[config.mk]
export PLATFORM = sky130hd
export DESIGN_NAME = led_frame_scheduler
export DESIGN_NICKNAME = d
export VERILOG_FILES = /design/src/rtl/led_pkg.sv /design/src/rtl/led_bit_timer.sv /design/src/rtl/led_frame_scheduler.sv
export SDC_FILE = /design/constraint.sdc
export NUM_CORES = 1
export LEC_CHECK = 0
export BUFFER_PORTS_ARGS = -buffer_cell sky130_fd_sc_hd__buf_4
export CORE_ASPECT_RATIO = 0.75
export CORE_MARGIN = 8
export CORE_UTILIZATION = 50
export DETAILED_ROUTE_END_ITERATION = 10
export HOLD_SLACK_MARGIN = 0.03
export PLACE_DENSITY = 0.75
export SYNTH_ARGS = -nofsm -noshare
export SYNTH_HDL_FRONTEND = slang
export SYNTH_SLANG_ARGS = --single-unit
[constraint.sdc]
create_clock -name i_clk -period 2 [get_ports i_clk]
set_input_delay 0.2 -clock i_clk [delete_from_list [all_inputs] [get_ports i_clk]]
set_output_delay 0.2 -clock i_clk [all_outputs]
set_load 0.005 [all_outputs]
[src/rtl/led_pkg.sv]
// rtl/led_pkg.sv - shared types and constants for the LED frame scheduler
package led_pkg;

  localparam int unsigned FRAME_W = 16;
  localparam int unsigned NUM_REQ = 2;

  typedef enum logic [1:0] {
    ST_IDLE  = 2'd0,
    ST_SHIFT = 2'd1,
    ST_LATCH = 2'd2
  } state_t;

  // Serial index 0..7 maps to word[7..0], 8..15 maps to word[15..8].
  function automatic logic serial_bit(input logic [FRAME_W-1:0] word,
                                      input logic [3:0] idx);
    logic [3:0] pos;
    pos = {idx[3], ~idx[2:0]};
    return word[pos];
  endfunction

endpackage

[src/rtl/led_bit_timer.sv]
// rtl/led_bit_timer.sv - CLK_DIV divider producing single-cycle half-period ticks
module led_bit_timer #(
  parameter int unsigned CLK_DIV = 4
) (
  input  logic i_clk,
  input  logic i_rst,
  input  logic i_clr,
  output logic o_tick
);

  localparam logic [7:0] LP_LAST = 8'(CLK_DIV - 1);

  logic [7:0] r_cnt;
  logic       w_last;

  assign w_last = (r_cnt == LP_LAST);
  assign o_tick = w_last && !i_clr;

  always_ff @(posedge i_clk) begin
    if (i_rst || i_clr) begin
      r_cnt <= '0;
    end else if (w_last) begin
      r_cnt <= '0;
    end else begin
      r_cnt <= r_cnt + 8'd1;
    end
  end

endmodule

[src/rtl/led_frame_scheduler.sv]
// rtl/led_frame_scheduler.sv - arbitrates two frame sources and shifts frames to a 16-bit LED chain
module led_frame_scheduler
  import led_pkg::*;
#(
  parameter int unsigned CLK_DIV        = 4,
  parameter int unsigned REFRESH_PERIOD = 1000000
) (
  input  logic                i_clk,
  input  logic                i_rst,
  input  logic [NUM_REQ-1:0]  i_req,
  input  logic [FRAME_W-1:0]  i_data0,
  input  logic [FRAME_W-1:0]  i_data1,
  output logic [NUM_REQ-1:0]  o_gnt,
  output logic                o_busy,
  output logic                o_sclk,
  output logic                o_data,
  output logic                o_latch
);

  localparam logic [23:0] LP_REFRESH_LAST = 24'(REFRESH_PERIOD - 1);

  state_t               r_state;
  state_t               w_state_nxt;
  logic [FRAME_W-1:0]   r_frame;
  logic [3:0]           r_bit;
  logic                 r_phase;
  logic                 r_last;
  logic [23:0]          r_idle_cnt;

  logic                 w_tick;
  logic [NUM_REQ-1:0]   w_gnt;
  logic                 w_capture;
  logic                 w_refresh;
  logic [FRAME_W-1:0]   w_win_data;

  led_bit_timer #(
    .CLK_DIV (CLK_DIV)
  ) u_bit_timer (
    .i_clk  (i_clk),
    .i_rst  (i_rst),
    .i_clr  (r_state == ST_IDLE),
    .o_tick (w_tick)
  );

  // r_last holds the index of the last granted requester; a tie goes to the other one.
  always_comb begin
    w_gnt = '0;
    if (r_state == ST_IDLE && !i_rst) begin
      case (i_req)
        2'b01:   w_gnt = 2'b01;
        2'b10:   w_gnt = 2'b10;
        2'b11:   w_gnt = r_last ? 2'b01 : 2'b10;
        default: w_gnt = '0;
      endcase
    end
  end

  assign w_capture  = |w_gnt;
  assign w_win_data = w_gnt[1] ? i_data1 : i_data0;
  assign w_refresh  = (r_state == ST_IDLE) && !w_capture && (r_idle_cnt == LP_REFRESH_LAST);

  always_comb begin
    w_state_nxt = r_state;
    case (r_state)
      ST_IDLE: begin
        if (w_capture || w_refresh) begin
          w_state_nxt = ST_SHIFT;
        end
      end
      ST_SHIFT: begin
        if (w_tick && r_phase && r_bit == 4'd15) begin
          w_state_nxt = ST_LATCH;
        end
      end
      ST_LATCH: begin
        if (w_tick && r_phase) begin
          w_state_nxt = ST_IDLE;
        end
      end
      default: w_state_nxt = ST_IDLE;
    endcase
  end

  always_ff @(posedge i_clk) begin
    if (i_rst) begin
      r_state    <= ST_IDLE;
      r_frame    <= '0;
      r_bit      <= '0;
      r_phase    <= 1'b0;
      r_last     <= 1'b1;
      r_idle_cnt <= '0;
    end else begin
      r_state <= w_state_nxt;

      if (w_capture) begin
        r_frame <= w_win_data;
        r_last  <= w_gnt[1];
      end

      if (r_state != ST_IDLE || w_capture || w_refresh) begin
        r_idle_cnt <= '0;
      end else begin
        r_idle_cnt <= r_idle_cnt + 24'd1;
      end

      // Phase toggles low/high each tick; in LATCH the same two phases time the pulse.
      if (r_state == ST_IDLE) begin
        r_phase <= 1'b0;
        r_bit   <= '0;
      end else if (w_tick) begin
        r_phase <= ~r_phase;
        if (r_phase && r_state == ST_SHIFT) begin
          r_bit <= r_bit + 4'd1;
        end
      end
    end
  end

  assign o_gnt   = w_gnt;
  assign o_busy  = (r_state != ST_IDLE);
  assign o_sclk  = (r_state == ST_SHIFT) && r_phase;
  assign o_data  = (r_state == ST_SHIFT) ? serial_bit(r_frame, r_bit) : 1'b0;
  assign o_latch = (r_state != ST_LATCH);

endmodule

Yosys cells after proc, flatten, opt, wreduce, memory -nomap -nowiden. Index checks and enable logic that the tools add are counted.

Register bits: 56. Input bits: 36. Output and inout bits: 6.

Add/sub/neg operators: 3. $lt $le $gt $ge: 1. Equal/unequal tests: 12. Multiplexer cells: 11. Bitwise gates (word level): 2. Reductions and logical operators: 22.

Operator list (count): $add A24 B1 Y24 const B (1); $eq A24 B20 Y1 const B (1); $mux W16 (1); $pmux W2 S3 (2); $mux W2 (5); $add A8 B1 Y8 const B (1); $eq A8 B2 Y1 const B (1); $ne A2 B2 Y1 const B (4); $reduce_or A2 Y1 (4); $logic_and A1 B1 Y1 (7); $eq A2 B2 Y1 const B (3); $lt A4 B5 Y1 const B (1); $add A4 B1 Y4 const B (1); $bmux W1 S4 (1); $eq A2 B1 Y1 const B (2); $eq A4 B4 Y1 const B (1); $logic_or A1 B1 Y1 (4); $logic_not A1 Y1 (3); $not A3 Y3 (1); $reduce_and A3 Y1 (1); $logic_not A2 Y1 (1); $mux W1 (2); $reduce_and A2 Y1 (1); $reduce_bool A2 Y1 (1); $not A1 Y1 (1).

Logic depth before layout (Yosys ltp).
Depth after elaboration: 10. Mapped depth: 7. Mapped depth without buffers: 5.

By module. From an unflattened synthesis, not the netlist that was laid out.

Cell total of the unflattened synthesis: 297. Area total of the unflattened synthesis: 2711.4 um2.

By module, submodules not included: led_frame_scheduler (times used 1, cells each 258, area an instance 2366.0 um2, sequential area each 960.9 um2); led_bit_timer (times used 1, cells each 39, area an instance 345.3 um2, sequential area each 160.2 um2).

Worst setup path after synthesis. OpenSTA, ideal clock, no wires.

Path type: register to output. From: register r_bit[0]. To: output port o_data. Arrival: 1.765 ns. Setup slack: 0.035 ns. Stages on the path, launching flop included: 5. Cells stage by stage: dfxtp_1 > clkbuf_1 > mux4_2 > mux4_2 > and2_1.

Word-level cells in the longest chain between the ends: 4.

Ends and longest elaborated chain: start, declared (RTL line led_frame_scheduler.sv:25) `logic [3:0] r_bit;`; start signal, assigned (RTL line led_frame_scheduler.sv:113) `r_bit <= r_bit + 4'd1;`; $not A3 Y3 (RTL line led_pkg.sv:17) `pos = {idx[3], ~idx[2:0]};`; $bmux W1 S4 (RTL line led_pkg.sv:18) `return word[pos];`; $mux W1 (implied by the code) (RTL line led_pkg.sv:18); $mux W1 (RTL line led_frame_scheduler.sv:122) `assign o_data = (r_state == ST_SHIFT) ? serial_bit(r_frame, r_bit) : 1'b0;`; end, declared (RTL line led_frame_scheduler.sv:16) `output logic o_data,`.

Every way passes these cells. The select of a mux whose other input is x is not followed.

Worst setup path after layout. Same ends and word-level chain as after synthesis.

==> results.txt <==
CTS tree = done
Gr usage total = 15.2%
FF+latch count, synth = 56
Clk_lat worst skew = 0.31 ns
H-tree levels = 2
Worst hold path type = primary input to flip-flop
Crit Reg-Reg Startpoint = r_idle_cnt[15]$_SDFF_PP0_
Vias = 2291
Routed wire length = 5.75 mm
Worst setup margin = -0.151 ns
Syn avg cell area = 8.52 um2
Final min period = 2.15 ns
Setup crit start = r_bit[0]$_SDFFE_PP0P_
CP Max Fanout = 5
RSZ-0062 raised after global routing = true
Setup violators final = 1
GRT Residual Overflow = 0
Post-CTS Setup Repair Bufs = 0
Nets = 395
Iter 0 DRT Violations = 59
CTS max path bufs = 2
Port bufs = 41
Final Skew = 0.00871 ns
Final core utilization = 62.3%
Share of cells above drive strength 1 = 21.8%
FFs w/ async S/R, synth = 0%
P per Cell Area = 671 nW/um2
Synth warn = 0
Vias in the first global route = 2101
Core Region = 5210 um2
TNS Setup = -0.151 ns
Status = finished with violations
IO Pins = 42
Worst path max stage delay = 0.50 ns
Synth Instances = 309
Die Width = 99.8 um
Initial antenna violation count = 0
Root buffer cell = clkbuf_8
Row count = 23
Synthesized area = 2630 um2
Full die area = 7870 um2
Synth Net Count = 348
Crit path cell chain = mux4_2 > mux4_2 > and2_4 > buf_6
Max-cap violations = 0
Largest net degree at the start of global routing = 34
First-pass GRT wire length = 9.96 mm
Main flop type after synthesis = dfxtp_1
CP delay by family, top = multiplexers
Worst Path Required = 1.80 ns
GPL Wtd Cong = 0.813
Startpoint Class = flip-flop
HPWL Detailed = 4.41 mm
Routed len/inst = 13.3 um
Worst Path Class, Setup = flip-flop to primary output
Crit end category = primary output
Worst-path clk slew = 0.09 ns
Die Y = 78.9 um
Cts bufs inserted = 5
Period utilisation layout = 108%
Failing checks = setup timing
# diodes = 0
Worst-Margin Slew = 0.440 ns
Synthesis-to-layout area growth = 23.1%
Worst Min Path Start = i_data1[4]
Leak = 1.19 nW
Crit path top cell by count = mux4_2
Fin. Hold Viols = 0
Peak VDD IR = 0.000365 V
Initial cell density of the core = 50.6%
Post-route ant nets = 0
Fin. max-slew vios = 0
Slew HR = 70.4%
Vias per cell = 5.30
Seq/Total Area, Yosys = 42.6%
EDFF count, synth = 0
FMAX = 465 MHz
CP max-delay cell = mux4_2
1st-pass router iterations = 4
Drt drc = 0
Buf/Inv on CP = 1
Clock Sinks = 56
Post-synth cell types = 37
WP data arrival = 1.95 ns
## cell families after synthesis
kind of cell	synth area share [%]
fa+ha+maj	1.43
mux	4.66
buf+inv	3.94
compound gates	13.1
simple gates	28.3
flops	42.6
xor+xnor	5.99
## final timing paths
check                         endpoint  slack, ns  cells after the start
max reg2reg  r_idle_cnt[23]$_SDFF_PP0_       0.19                      4
min            r_frame[4]$_SDFFE_PP0P_       0.15                      3
min reg2reg   r_idle_cnt[0]$_SDFF_PP0_       0.47                      1
max                             o_data      -0.15                      4
## power by group
| group | total [mW] | leakage, nW | switching (mW) | internal, mW |
|---|---|---|---|---|
| registers | 1.17 | 0.456 | 0.0211 | 1.15 |
| logic | 0.212 | 0.670 | 0.0977 | 0.114 |
| clock network | 0.795 | 0.0645 | 0.353 | 0.442 |
| total | 2.18 | 1.19 | 0.471 | 1.71 |
## timing repair
action / CTS / global route
hold buffers: 0 / 0
gates resized for setup: 2 / 3
endpoints found under the setup margin: 1 / 6
## metrics by stage
step	cell area (um2)	hold WS [ns]	worst slack (ns)	power, mW	std cells
floorplan	2630	0.359	0.0349	1.31	309
global placement	3100	0.440	0.0646	1.41	424
detailed placement	3100	0.450	0.0300	1.41	424
CTS	3230	0.143	-0.179	2.20	432
global route	3240	0.148	-0.234	2.27	432
finish	3240	0.152	-0.151	2.18	432
## Yosys cell counts (all sizes together), types with 4 or more instances
cell type	count	area share, %
buf	4	0.76
or3	4	0.95
xor2	9	3.0
nor4	4	0.95
nand3	17	3.4
or4	10	2.9
xnor2	9	3.0
o31ai	9	2.6
and3	7	1.7
and2	4	0.95
nand2b	6	1.4
nor2	43	6.1
nand2	40	5.7
dfxtp	56	43
a311oi	17	5.7
a21oi	13	2.5
nor3	4	0.76
inv	8	1.1
nand4	5	1.2
clkbuf	13	1.9
mux4	5	4.3
## sequential cells by signal (all words and copies together), names as in the netlist
name and count:
r_idle_cnt 24, r_frame 16, u_bit_timer.r_cnt 8, r_bit 4
r_state 2, r_last 1, r_phase 1
## placed cells by master (no fill, tap or decap), drive strengths merged, types with 9 or more instances in the layout
master,instances
xor2,9
nand3,17
o31ai,9
buf,57
a21oi,13
or4,10
dfxtp,56
a311oi,17
nand2,40
xnor2,9
nor2,43
## layout make-up
type	count	area, um2
timing repair buffer	57	444
fill	470	1970
clock buffer	7	96.3
inverter	9	33.8
sequential	56	1120
tap	75	93.8
clock inverter	1	30.0
multi-input combinational	227	1420
## tightest hold or removal path: stages
cell and delay, ns:
buf_4 0.10, nand2_1 0.04, a311oi_1 0.07
## metal layers
| metal | wire (um) | GRT usage (%) | share of wire, % |
|---|---|---|---|
| met5 | 0 | 0 | 0 |
| met4 | 68 | 4.52 | 1.2 |
| met3 | 158 | 3.23 | 2.7 |
| met2 | 2480 | 22.5 | 43 |
| met1 | 3040 | 21.6 | 53 |
Note: power is estimated with default switching activity, not from simulation.
